### src/rtl/time_entry_if.sv
// Keypad-to-timer-digit bundle for the time_entry block.
// The slave side is the entry block; the master side drives the keypad and busy.
interface time_entry_if;
   logic [9:0] key;
   logic       clr_key;
   logic       start_key;
   logic       busy;
   logic [3:0] sec_ones;
   logic [3:0] sec_tens;
   logic [3:0] minutes;
   logic       loadn;
   logic [1:0] count;
   logic       err;

   modport slave (
      input  key, clr_key, start_key, busy,
      output sec_ones, sec_tens, minutes, loadn, count, err
   );

   modport master (
      output key, clr_key, start_key, busy,
      input  sec_ones, sec_tens, minutes, loadn, count, err
   );
endinterface

### src/rtl/time_entry.sv
// Keypad time entry: shifts BCD digits in, validates, strobes them into the timer digits.
// Optional macro TIME_ENTRY_SYNC_EN adds a two-flop input synchronizer ahead of edge detection.
module time_entry #(
   parameter int MAX_SEC_TENS = 5
) (
   input logic         clk,
   input logic         clrn,
   time_entry_if.slave bus
);

   typedef enum logic [1:0] {IDLE, ENTRY, LOAD, RUN} state_t;

   localparam logic [3:0] MAX_TENS = 4'(MAX_SEC_TENS);

   state_t      state_reg;
   logic [3:0]  sec_ones_reg, sec_tens_reg, minutes_reg;
   logic [1:0]  count_reg;
   logic        loadn_reg, err_reg;

   logic [11:0] raw, cur, prev_reg;
   logic        cur_valid, armed_reg;
   logic        press, multi, single;
   logic [3:0]  digit;

   // bit 11 = start, bit 10 = clear, bits 9:0 = digit keys
   assign raw = {bus.start_key, bus.clr_key, bus.key};

`ifdef TIME_ENTRY_SYNC_EN
   logic [11:0] sync1_reg, sync2_reg;
   logic        vld1_reg, vld2_reg;

   always_ff @(posedge clk or negedge clrn) begin
      if (!clrn) begin
         sync1_reg <= '0;
         sync2_reg <= '0;
         vld1_reg  <= 1'b0;
         vld2_reg  <= 1'b0;
      end else begin
         sync1_reg <= raw;
         sync2_reg <= sync1_reg;
         vld1_reg  <= 1'b1;
         vld2_reg  <= vld1_reg;
      end
   end

   assign cur       = sync2_reg;
   assign cur_valid = vld2_reg;
`else
   assign cur       = raw;
   assign cur_valid = 1'b1;
`endif

   // armed only after a genuine all-zero sample, so keys held through reset never count
   always_ff @(posedge clk or negedge clrn) begin
      if (!clrn) begin
         prev_reg  <= '0;
         armed_reg <= 1'b0;
      end else begin
         prev_reg  <= cur;
         armed_reg <= armed_reg | (cur_valid && (cur == 12'd0));
      end
   end

   assign press  = armed_reg && (prev_reg == 12'd0) && (cur != 12'd0);
   assign multi  = (cur & (cur - 12'd1)) != 12'd0;
   assign single = press && !multi;

   always_comb begin
      digit = 4'd0;
      for (int i = 0; i < 10; i++) begin
         if (cur[i]) digit = 4'(i);
      end
   end

   always_ff @(posedge clk or negedge clrn) begin
      if (!clrn) begin
         state_reg    <= IDLE;
         sec_ones_reg <= 4'd0;
         sec_tens_reg <= 4'd0;
         minutes_reg  <= 4'd0;
         count_reg    <= 2'd0;
         loadn_reg    <= 1'b1;
         err_reg      <= 1'b0;
      end else begin
         err_reg   <= press && multi;
         loadn_reg <= 1'b1;
         case (state_reg)
            IDLE, ENTRY: begin
               if (single) begin
                  if (cur[11]) begin
                     if (state_reg == ENTRY) begin
                        if (sec_tens_reg > MAX_TENS) begin
                           err_reg <= 1'b1;
                        end else begin
                           state_reg <= LOAD;
                           loadn_reg <= 1'b0;
                        end
                     end
                  end else if (cur[10]) begin
                     sec_ones_reg <= 4'd0;
                     sec_tens_reg <= 4'd0;
                     minutes_reg  <= 4'd0;
                     count_reg    <= 2'd0;
                     state_reg    <= IDLE;
                  end else if (count_reg != 2'd3) begin
                     minutes_reg  <= sec_tens_reg;
                     sec_tens_reg <= sec_ones_reg;
                     sec_ones_reg <= digit;
                     count_reg    <= count_reg + 2'd1;
                     state_reg    <= ENTRY;
                  end
               end
            end
            LOAD: state_reg <= RUN;
            RUN: begin
               // busy is first sampled here one cycle after LOAD, giving RUN its minimum cycle
               if (!bus.busy) begin
                  sec_ones_reg <= 4'd0;
                  sec_tens_reg <= 4'd0;
                  minutes_reg  <= 4'd0;
                  count_reg    <= 2'd0;
                  state_reg    <= IDLE;
               end
            end
            default: state_reg <= IDLE;
         endcase
      end
   end

   assign bus.sec_ones = sec_ones_reg;
   assign bus.sec_tens = sec_tens_reg;
   assign bus.minutes  = minutes_reg;
   assign bus.count    = count_reg;
   assign bus.loadn    = loadn_reg;
   assign bus.err      = err_reg;

endmodule

### src/flat_wrapper.sv
// flat-port wrapper written by rule: the top's interface ports become plain ports
module time_entry_flat 
#(
   parameter int MAX_SEC_TENS = 5
)
  (clk, clrn, bus_key, bus_clr_key, bus_start_key, bus_busy, bus_sec_ones, bus_sec_tens, bus_minutes, bus_loadn, bus_count, bus_err);
  time_entry_if bus_i ();
  input logic clk;
  input logic clrn;
  input wire logic [$bits(bus_i.key)-1:0] bus_key;
  input wire logic [$bits(bus_i.clr_key)-1:0] bus_clr_key;
  input wire logic [$bits(bus_i.start_key)-1:0] bus_start_key;
  input wire logic [$bits(bus_i.busy)-1:0] bus_busy;
  output wire logic [$bits(bus_i.sec_ones)-1:0] bus_sec_ones;
  output wire logic [$bits(bus_i.sec_tens)-1:0] bus_sec_tens;
  output wire logic [$bits(bus_i.minutes)-1:0] bus_minutes;
  output wire logic [$bits(bus_i.loadn)-1:0] bus_loadn;
  output wire logic [$bits(bus_i.count)-1:0] bus_count;
  output wire logic [$bits(bus_i.err)-1:0] bus_err;
  assign bus_i.key = bus_key;
  assign bus_i.clr_key = bus_clr_key;
  assign bus_i.start_key = bus_start_key;
  assign bus_i.busy = bus_busy;
  assign bus_sec_ones = bus_i.sec_ones;
  assign bus_sec_tens = bus_i.sec_tens;
  assign bus_minutes = bus_i.minutes;
  assign bus_loadn = bus_i.loadn;
  assign bus_count = bus_i.count;
  assign bus_err = bus_i.err;
  time_entry #(.MAX_SEC_TENS(MAX_SEC_TENS)) u_core (.clk(clk), .clrn(clrn), .bus(bus_i));
endmodule
### config.mk
export PLATFORM = sky130hd
export DESIGN_NAME = time_entry_flat
export DESIGN_NICKNAME = d
export VERILOG_FILES = /design/src/rtl/time_entry_if.sv /design/src/rtl/time_entry.sv /design/src/flat_wrapper.sv
export SDC_FILE = /design/constraint.sdc
export NUM_CORES = 1
export LEC_CHECK = 0
export BUFFER_PORTS_ARGS = -buffer_cell sky130_fd_sc_hd__buf_4
export CAP_MARGIN = 20
export CORE_UTILIZATION = 33
export CTS_BUF_LIST = sky130_fd_sc_hd__clkbuf_4
export DETAILED_ROUTE_END_ITERATION = 10
export PLACE_DENSITY_LB_ADDON = 0.15
export REMOVE_ABC_BUFFERS = 1
export SLEW_MARGIN = 20
export SYNTH_ARGS = -nofsm -noshare
export SYNTH_HDL_FRONTEND = slang
export SYNTH_SLANG_ARGS = --single-unit
### constraint.sdc
create_clock -name clk -period 3.18 [get_ports clk]
set_input_delay 0.159 -clock clk [delete_from_list [all_inputs] [get_ports clk]]
set_output_delay 0.159 -clock clk [all_outputs]
set_load 0.01 [all_outputs]
Word-level counts from Yosys, hierarchy flattened
Cells that the tools add are included.
Widths: inputs -> output; s select.

operators by class
  eq/ne operators = 11
  $add $sub $neg = 2
  bitwise logic cells = 2
  reductions and logical operators = 14
  mux-type cells = 48
  $lt $le $gt $ge = 1

operators by type and width
  kind                   count
  $mux 4                 15
  $mux 2                 13
  $logic_not 12->1       2
  $pmux 4 s2             3
  $reduce_bool 12->1     2
  $and 12x12->12         1
  $mux 3                 4
  $sub 12x1->12 const B  1
  $mux 1                 11
  $reduce_and 5->1       2
  $ne 2x2->1 const B     3
  $ne 3x2->1 const B     2
  $pmux 2 s3             1
  $eq 2x2->1 const B     2
  $gt 4x3->1 const B     1
  $logic_and 1x1->1      4
  $ne 4x3->1 const B     1
  $pmux 2 s2             1
  $ne 3x3->1 const B     1
  $add 2x1->2 const B    1
  $eq 2x1->1 const B     1
  $logic_not 2->1        1
  $ne 2x1->1 const B     1
  $reduce_bool 2->1      1
  other kinds (3)        3

word-level totals
  output and inout bits = 16
  input bits = 15
  logic and storage cells = 87
  register bits after elaboration = 31

Depth between registers and ports, before layout
Gate-level depths: netlist (run 1).

  word-level depth = 14
  depth in mapped cells = 8
  mapped depth without buffers = 6

Worst setup path before layout (run 1)
Ideal clock, no wire load.

  path type = flip-flop to flip-flop
  start = reg u_core.prev_reg[0]
  end = reg u_core.count_reg[0], in the netlist u_core.bus.count[0]
  path buffers = 0
  cell stages (with the launch flop) = 7
  library setup time = 0.128 ns
  arrival time = 1.950 ns
  slack = 1.102 ns
  period minus slack after synthesis = 2.078 ns
  data required time = 3.052 ns
  cell sequence = dfrtp_1 > or4_1 > nor3_1 > and4_1 > nor4b_2 > a31oi_4 > mux2_1

on the way
  word-level cells in the longest chain between the ends = 6

RTL lines
  element                          RTL line           source
  start, declared                  time_entry.sv:20   logic [11:0] raw, cur, prev_reg;
  start signal, assigned           time_entry.sv:59   prev_reg <= cur;
  $logic_not 12->1                 time_entry.sv:64   assign press = armed_reg && (prev_reg == 12'd0) && (cur != 12'd0);
  $logic_and 1x1->1 (2 in series)  time_entry.sv:64
  $logic_and 1x1->1                time_entry.sv:66   assign single = press && !multi;
  $ne 2x1->1 (no line)             n/a
  $reduce_and 5->1 (no line)       n/a
  end signal, assigned             time_entry.sv:109  count_reg <= count_reg + 2'd1;
  end, declared                    time_entry.sv:17   logic [1:0] count_reg;

Every way passes these cells.
A chain may end at the register's enable or synchronous reset.

Final worst setup path (run 1)
  start = in bus_key[4]
  end = reg u_core.sec_ones_reg[3], in the netlist u_core.bus.sec_ones[3]

on the way
  word-level cells in the longest chain between the ends = 7
  elaborated cells between the ends (all ways) = 9
  those cells by class = add/sub (1); eq/ne (1); bitwise (1); reduce/logical (6)

RTL lines
  element                       RTL line            source
  start, declared               flat_wrapper.sv:10  input wire logic [$bits(bus_i.key)-1:0] bus_key;
  $sub 12x1->12                 time_entry.sv:65    assign multi = (cur & (cur - 12'd1)) != 12'd0;
  $and 12x12->12                time_entry.sv:65
  $reduce_bool 12->1            time_entry.sv:65
  $logic_not 1->1               time_entry.sv:66
  $logic_and 1x1->1 *           time_entry.sv:66
  $ne 2x1->1 (no line) *        n/a
  $reduce_and 5->1 (no line) *  n/a
  end signal, assigned          time_entry.sv:108   sec_ones_reg <= digit;
  end, declared                 time_entry.sv:16    logic [3:0] sec_ones_reg, sec_tens_reg, minutes_reg;

Every way passes the cells marked *; elsewhere a longest branch is shown, timed or not.

==> impl_metrics.ini, run 1 <==
[timing]
tightestPinTransition_ns = 0.605
fin_crit_ns = 2.57
final.setup.tns_ns = 0
setup_ws_ns = 0.612
timing.final.crit_share_pct = 80.7
grt_setup_unrepaired = no
skew_ns = 0.0127
setup_viol = 0
max_slew_margin_pct = 59.7
max_freq_ghz = 0.389
hold_viol = 0
final_max_slew_viol_count = 0
holdWs_ns = 0.0196

[cts]
tritoncts = done
cts_setup_buffers = 0
clock_latency_ns = 0.33
clkSlewWorstSetupHoldPaths_ns = 0.09
clock_sinks = 31
cts-buffers-inserted = 5
h-tree-depth = 2
cts.path.max_buffers = 2
ctsRootBufferMaster = clkbuf_4

[grt]
antenna_found_initial = 0
grt_remaining_overflow = 0
grt_pass1_wl_um = 5020
grt_max_degree = 32
first_global_vias = 1062
grtUsageTotal_pct = 14.9

[setup_path]
end_kind = flip-flop
arrival_ns = 2.78
regToRegSetupSlack_ns = 0.74
critPathMaxFanout = 14
critPathKind = input pin to flip-flop
r2r-start = u_core.prev_reg[0]
required_ns = 3.40
cp-start-kind = input pin
startpoint = bus_key[4]

[floorplanning]
die_w_um = 68.9
fp.dieH_um = 68.9
die_area_mm2 = 0.00475
start_util_pct = 35.7
core_mm2 = 0.00414
boundaryPins = 31
num_rows = 23

[layout]
drive_above_1_share_pct = 26.1
final_common_cell = buf_4
num_antenna_cells = 0
largest_register_ffs = 12
multi_input_area_um2 = 626
final_nets = 195
layout_common_cells = buf_4 (31), dfrtp_1 (30), inv_1 (14)
register_area_um2 = 777
fin_area_mm2 = 0.00193
fin_util_pct = 46.6
final_cells = 230
syn2layout_area_growth_pct = 30.7
fillers = 415

[power_and_ir_drop]
switching_power_mw = 0.165
clkPwrFrac_pct = 33.4
p_int_mw = 0.548
p_sw_share_pct = 23.2
power_mw = 0.713
ir_drop_v = 0.000193
p_seq_share_pct = 56.6
p_leak_nw = 0.949
comb_power_share_pct = 10.0
power_density_mw_per_mm2 = 369

[placed_design]
placed_area_mm2 = 0.00175
dp.cells = 210
place_congestion = 0.887
io_buffers = 30
dp_slack_ns = 0.746
hpwlAfterDp_um = 2110

[routing]
wl_per_cell_um = 13.0
via_per_inst = 4.95
wl_um = 2980
drc = 0
postRouteAntennaNets = 0
drtPass1Iterations = 5
via_count = 1138
drt_iter0_drc = 76

[synth]
synth_largest_area_cell = dfrtp_1
avgSynthCellArea_um2 = 11.1
synthCells = 133
async_flop_share_pct = 100
synth_edf_count = 0
synth_top_area_share_pct = 50.8
synth-seq-area-share_pct = 52.6
syn-cell-area_mm2 = 0.00148
yosys_warnings = 0
synth_seq_cells = 31
synth.area.top_cells = dfrtp_1 (51%), mux2i_1 (6.8%), inv_1 (3.6%)
yosys.cell_types.count = 38
ys.flop_type = dfrtp_1

[outcome]
status = finished clean

[run]
maxCapViolCount = 0

[worst_hold_path]
hp-class = input pin to flip-flop
min_from = bus_start_key
[kinds of logic (layout without fill, tap and decap cells)]
kind of cell	Yosys count	count (layout)	synth area share, %
adders and majority gates	3	3	2.29
muxes	14	14	9.82
and+or+nand+nor	48	48	20.2
buffers and inverters	18	65	5.08
AOI/OAI and AO/OA	19	19	9.99
DFF	31	31	52.6
[routing by layer]
layer	vias to the layer above	GRT usage [%]	share of wire, %
met4	0	6.89	2.0
met3	7	5.26	5.8
met2	32	21.7	45
li1	563	-	-
met5	-	0	0
met1	536	19.6	47
[power groups by stage]
stage	Clock, mW	Sequential (mW)	Combinational (mW)
3_5_place_dp	0	0.412	0.0606
5_1_grt	0.263	0.405	0.0801
6_report	0.238	0.404	0.0712
4_1_cts	0.248	0.404	0.0724
3_3_place_gp	0	0.411	0.0596
2_1_floorplan	0	0.411	0.0203
[worst paths after layout]
check                                    endpoint  cells after the start
hold / removal                u_core.prev_reg[11]                      1
min in group asynchronous      u_core.prev_reg[1]                      2
max in group asynchronous        u_core.bus.loadn                      2
hold reg to reg                  u_core.armed_reg                      1
setup reg to reg           u_core.bus.sec_ones[3]                      6
setup / recovery           u_core.bus.sec_ones[3]                      8
[synth_stat cells (2+ instances only)]
master     instances
nor3_1             4
inv_1             14
a21oi_1            4
nand2_1           12
nor2_1             8
nor2b_1            3
or4_1              2
dfrtp_1           30
nand2b_1           2
mux2i_1           10
clkbuf_1           3
o21ai_0            4
o21bai_1           2
mux2_1             4
nor4b_1            2
a2111oi_0          2
nand4_1            4
nor3b_1            2
nor4_4             2
[layout make-up]
type                       count  share of cell area (%)
inverter                      14                    2.72
timing repair buffer          43                    18.3
sequential                    31                    40.2
tap                           50                    3.24
multi-input combinational     84                    32.4
clock buffer                   8                    3.11
[worst max-delay path, cell delays in order]
cell and delay [ns]:
dlygate4sd3_1 0.54, buf_4 0.16, nor4_4 0.35, nand3_1 0.13
maj3_2 0.34, a211oi_4 0.37, a31oi_4 0.33, mux2_1 0.39
[what timing repair did]
| item | CTS | global route |
|---|---|---|
| resized for setup | 0 | 0 |
| hold buffers | 12 | 0 |
| endpoints found under the hold margin | 41 | 0 |
Note: power is estimated with default switching activity, not from simulation.
==> run 2, diff against run 1 <==
--- a/config.mk
+++ b/config.mk
@@ -5,6 +5,7 @@
 export SDC_FILE = /design/constraint.sdc
 export NUM_CORES = 1
 export LEC_CHECK = 0
+export ABC_AREA = 1
 export BUFFER_PORTS_ARGS = -buffer_cell sky130_fd_sc_hd__buf_4
 export CAP_MARGIN = 20
 export CORE_UTILIZATION = 33
==> constraint.sdc (replaced) <==
create_clock -name clk -period 2.5 [get_ports clk]
set_input_delay 0.125 -clock clk [delete_from_list [all_inputs] [get_ports clk]]
set_output_delay 0.125 -clock clk [all_outputs]
set_load 0.01 [all_outputs]
==> impl_metrics.ini, run 2 <==
[outcome]
status = finished, violations left
violations = DRC

[timing]
setup_viol = 0
tightestPinTransition_ns = 0.982
max_freq_ghz = 0.461
final.setup.tns_ns = 0
holdWs_ns = 0.0352
final_max_slew_viol_count = 0
timing.final.crit_share_pct = 86.7
skew_ns = 0.0140
hold_viol = 0
fin_crit_ns = 2.17
grt_setup_unrepaired = no
max_slew_margin_pct = 34.3

[synth]
synth_largest_area_cell = dfrtp_1
synth_seq_cells = 31
synth_top_area_share_pct = 48.2
synth.area.top_cells = dfrtp_1 (48%), nand2_1 (17%), nor2_1 (7.2%)
synthCells = 204
async_flop_share_pct = 100
yosysMostFrequentCell = nand2_1
synth_edf_count = 0
synth-seq-area-share_pct = 49.9
yosys.cell_types.count = 25
avgSynthCellArea_um2 = 7.64
syn-cell-area_mm2 = 0.00156
ys.flop_type = dfrtp_1
ys_top_cells_by_count = nand2_1 (71), dfrtp_1 (30), nor2_1 (30), nand3_1 (18), inv_1 (14)
yosys_warnings = 0

[setup_path]
cp-start-kind = flip-flop
startpoint = u_core.state_reg[0]
end_kind = flip-flop
critPathMaxFanout = 15
r2r-start = u_core.state_reg[0]
arrival_ns = 2.39
critPathKind = flip-flop to flip-flop
required_ns = 2.72

[power_and_ir_drop]
p_sw_share_pct = 28.3
power_mw = 0.996
p_int_mw = 0.714
comb_power_share_pct = 17.2
power_density_mw_per_mm2 = 499
p_leak_nw = 1.05
ir_drop_v = 0.000326
p_seq_share_pct = 56.2
clkPwrFrac_pct = 26.6
switching_power_mw = 0.282

[cts]
clock_sinks = 31
tritoncts = done
cts.path.max_buffers = 2
cts-buffers-inserted = 5
clkSlewWorstSetupHoldPaths_ns = 0.10
cts_setup_buffers = 0
cts-resized-gates = 0
h-tree-depth = 2
clock_latency_ns = 0.33
ctsRootBufferMaster = clkbuf_4

[routing]
drt_iter0_drc = 84
drc = 2
wl_um = 3370
wl_per_cell_um = 11.2
via_count = 1360
via_per_inst = 4.50
postRouteAntennaNets = 0
drtPass1Iterations = 7

[layout]
num_antenna_cells = 0
layout_common_cells = nand2_1 (71), nor2_1 (30), buf_4 (30), dfrtp_1 (30), nand3_1 (18)
syn2layout_area_growth_pct = 28.2
final_common_cell = nand2_1
fin_util_pct = 44.9
final_nets = 266
largest_register_ffs = 12
final_cells = 302
drive_above_1_share_pct = 21.2
fillers = 471

[placed_design]
dp.cells = 282
hpwlAfterDp_um = 2410
io_buffers = 30
place_congestion = 0.847

[floorplanning]
die_area_mm2 = 0.00500
start_util_pct = 35.1
fp.dieH_um = 70.7
die_w_um = 70.7
core_mm2 = 0.00444
num_rows = 24
boundaryPins = 31

[grt]
first_global_vias = 1317
grtUsageTotal_pct = 15.3
grt_pass1_wl_um = 5980
grt_max_degree = 32
grt_remaining_overflow = 0
antenna_found_initial = 0

[run]
maxCapViolCount = 0

[worst_hold_path]
hp-class = input pin to flip-flop
min_from = bus_busy
## run 2: kinds of logic after synthesis
family                   Yosys count  share of synthesized area [%]
AO/OA/AOI/OAI                     15                           5.14
adder cells (fa/ha/maj)            1                          0.803
buffers and inverters             19                           5.38
flip-flops                        31                           49.9
AND/OR/NAND/NOR                  138                           38.8
## run 2: worst max-delay path, stage by stage (launching register included)
cell and delay [ns]:
dfrtp_1 0.44, nand2_1 0.09, inv_1 0.15, nand2_1 0.13
o21ai_0 0.08, nor2_1 0.75, nand2_4 0.23, nand2_1 0.12
nand2_1 0.05
## run 2: per-layer routing
layer	global-route usage, %	vias to the layer above	share of wire, %
met5	0	-	0
met4	6.67	0	1.8
met3	3.99	5	4.1
met2	24.1	27	44
met1	20.0	599	50
li1	-	729	-
## run 2: worst paths after layout
path	cells past startpoint	slack, ns	end
setup / recovery	8	0.33	u_core.bus.sec_ones[0]
hold / removal	3	0.04	u_core.state_reg[1]
setup reg to reg	8	0.33	u_core.bus.sec_ones[0]
hold reg to reg	1	0.48	u_core.armed_reg
max in group asynchronous	2	1.92	u_core.bus.loadn
min in group asynchronous	2	0.25	u_core.state_reg[1]
## run 2: cell type report
type / count / area [µm²] / area share [%]
clock buffer: 5 / 37.5 / 1.88
clock inverter: 2 / 8.76 / 0.439
inverter: 15 / 56.3 / 2.82
tap: 52 / 65.1 / 3.26
timing repair buffer: 43 / 355 / 17.8
sequential: 31 / 777 / 38.9
multi-input combinational: 154 / 697 / 34.9
## run 2: through the flow
step,cell area (µm²),setup slack [ns]
3_3_place_gp,1820,0.437
4_1_cts,2000,0.353
5_1_grt,2000,0.00774
6_report,2000,0.333
3_5_place_dp,1820,0.347
2_1_floorplan,1530,0.737
## run 2: repair_timing
action	in CTS	in global routing
endpoints found under the hold margin	42	0
hold buffers	13	0
setup endpoints to repair	0	0
## run 2: power by group through the flow
stage	Sequential, mW	Combinational (mW)	Clock (mW)
6_report	0.560	0.171	0.265
4_1_cts	0.559	0.175	0.277
3_3_place_gp	0.568	0.158	0
5_1_grt	0.565	0.197	0.297
3_5_place_dp	0.569	0.158	0
2_1_floorplan	0.571	0.0734	0
==> run 3, diff against run 2 <==
--- a/config.mk
+++ b/config.mk
@@ -8,10 +8,10 @@
 export ABC_AREA = 1
 export BUFFER_PORTS_ARGS = -buffer_cell sky130_fd_sc_hd__buf_4
 export CAP_MARGIN = 20
+export CORE_ASPECT_RATIO = 1.4
 export CORE_UTILIZATION = 33
 export CTS_BUF_LIST = sky130_fd_sc_hd__clkbuf_4
 export DETAILED_ROUTE_END_ITERATION = 10
-export PLACE_DENSITY_LB_ADDON = 0.15
 export REMOVE_ABC_BUFFERS = 1
 export SLEW_MARGIN = 20
 export SYNTH_ARGS = -nofsm -noshare
==> impl_metrics.ini, run 3 (synthesis results as in run 2) <==
[setup_path]
regToRegSetupSlack_ns = 0.37
end_kind = flip-flop
arrival_ns = 2.35
critPathKind = flip-flop to flip-flop
cp-start-kind = flip-flop
critPathMaxFanout = 15
required_ns = 2.73

[grt]
grt_pass1_wl_um = 5740
antenna_found_initial = 0
grt_max_degree = 32
grt_remaining_overflow = 0
grtUsageTotal_pct = 15.4
first_global_vias = 1332

[cts]
cts-buffers-inserted = 5
cts.path.max_buffers = 2
ctsRootBufferMaster = clkbuf_4
tritoncts = done
h-tree-depth = 2
clock_sinks = 31
clkSlewWorstSetupHoldPaths_ns = 0.10
clock_latency_ns = 0.33
hold_buffers = 13
cts-resized-gates = 0
cts_setup_buffers = 0

[routing]
wl_met2_um = 1770
dr_wl_met3_um = 81
via_per_inst = 4.45
wl_um = 3350
drt_iter0_drc = 24
highest_layer = met4
wl_per_cell_um = 10.7
drtPass1Iterations = 4
drc = 0
wl_met1_um = 1430
via_count = 1393
postRouteAntennaNets = 0

[power_and_ir_drop]
power_density_mw_per_mm2 = 511
p_leak_nw = 1.06
ir_drop_v = 0.000254

[timing]
fin_crit_ns = 2.13
setup_ws_ns = 0.375
setup_viol = 0
final_max_slew_viol_count = 0
final.setup.tns_ns = 0
grt_setup_unrepaired = no
max_freq_ghz = 0.471
tightestPinTransition_ns = 0.960
hold_viol = 0
max_slew_margin_pct = 35.8
skew_ns = 0.00677
timing.final.crit_share_pct = 85.0

[layout]
final_nets = 266
syn2layout_area_growth_pct = 29.7
fillers = 493
largest_register_ffs = 12
final_common_cell = nand2_1
layout_common_cells = nand2_1 (71), nor2_1 (30), buf_4 (30), dfrtp_1 (30), nand3_1 (18)
num_antenna_cells = 0
register_area_um2 = 777
drive_above_1_share_pct = 21.9
multi_input_area_um2 = 697

[worst_hold_path]
hp-class = input pin to flip-flop

[floorplanning]
die_w_um = 60.1
boundaryPins = 31
start_util_pct = 34.3
die_area_mm2 = 0.00500
core_mm2 = 0.00454
num_rows = 29
fp.dieH_um = 83.3

[outcome]
status = finished clean

[placed_design]
hpwlAfterDp_um = 2410
place_congestion = 0.806
io_buffers = 30
dp_slack_ns = 0.382

[run]
maxCapViolCount = 0
[run 3: path summary, 6_finish.rpt]
check	from	to	depth (start not counted)
worst max register to register	u_core.state_reg[0]	u_core.bus.minutes[0]	8
min in group asynchronous	clrn	u_core.bus.sec_tens[0]	2
worst max-delay path	u_core.state_reg[0]	u_core.bus.minutes[0]	8
worst min-delay path	bus_busy	u_core.state_reg[1]	3
worst min register to register	u_core.bus.minutes[2]	u_core.bus.minutes[2]	2
max in group asynchronous	clrn	u_core.bus.loadn	2
[run 3: power breakdown]
group | internal [mW] | total (mW) | switching (mW) | leakage [nW]
registers | 0.533 | 0.559 | 0.0256 | 0.398
logic | 0.0817 | 0.172 | 0.0902 | 0.623
clock network | 0.131 | 0.301 | 0.170 | 0.0361
total | 0.746 | 1.03 | 0.286 | 1.06
[run 3: cell type report]
cell class | count | share of cell area, %
clock buffer | 7 | 2.60
clock inverter | 1 | 0.248
inverter | 15 | 2.79
multi-input combinational | 154 | 34.5
sequential | 31 | 38.5
tap | 62 | 3.84
timing repair buffer | 43 | 17.6
[run 3: per-stage QoR]
step	total power [mW]	utilization [%]	cells	hold slack [ns]	cell area, µm²
after floorplan	0.645	-	200	-0.171	1530
after global placement	0.725	40.4	292	0.0796	1830
after detailed placement	0.727	40.4	292	0.0814	1830
after CTS	1.04	44.6	313	0.0270	2020
after global routing	1.09	44.6	313	0.0474	2020
final	1.03	44.6	313	0.0360	2020
[run 3: critical path, cell delays in order, from the launching register on]
cell	delay [ns]
dfrtp_1	0.44
nand2_1	0.08
inv_1	0.14
nand2_1	0.13
o21ai_0	0.08
nor2_1	0.73
nand2_4	0.24
nand2_1	0.13
nand2_1	0.05
[run 3: layer usage]
metal / GRT usage (%) / vias up
met1: 17.4 / 636
met5: 0 / -
met2: 26.2 / 19
li1: - / 732
met4: 7.61 / 0
met3: 3.43 / 6
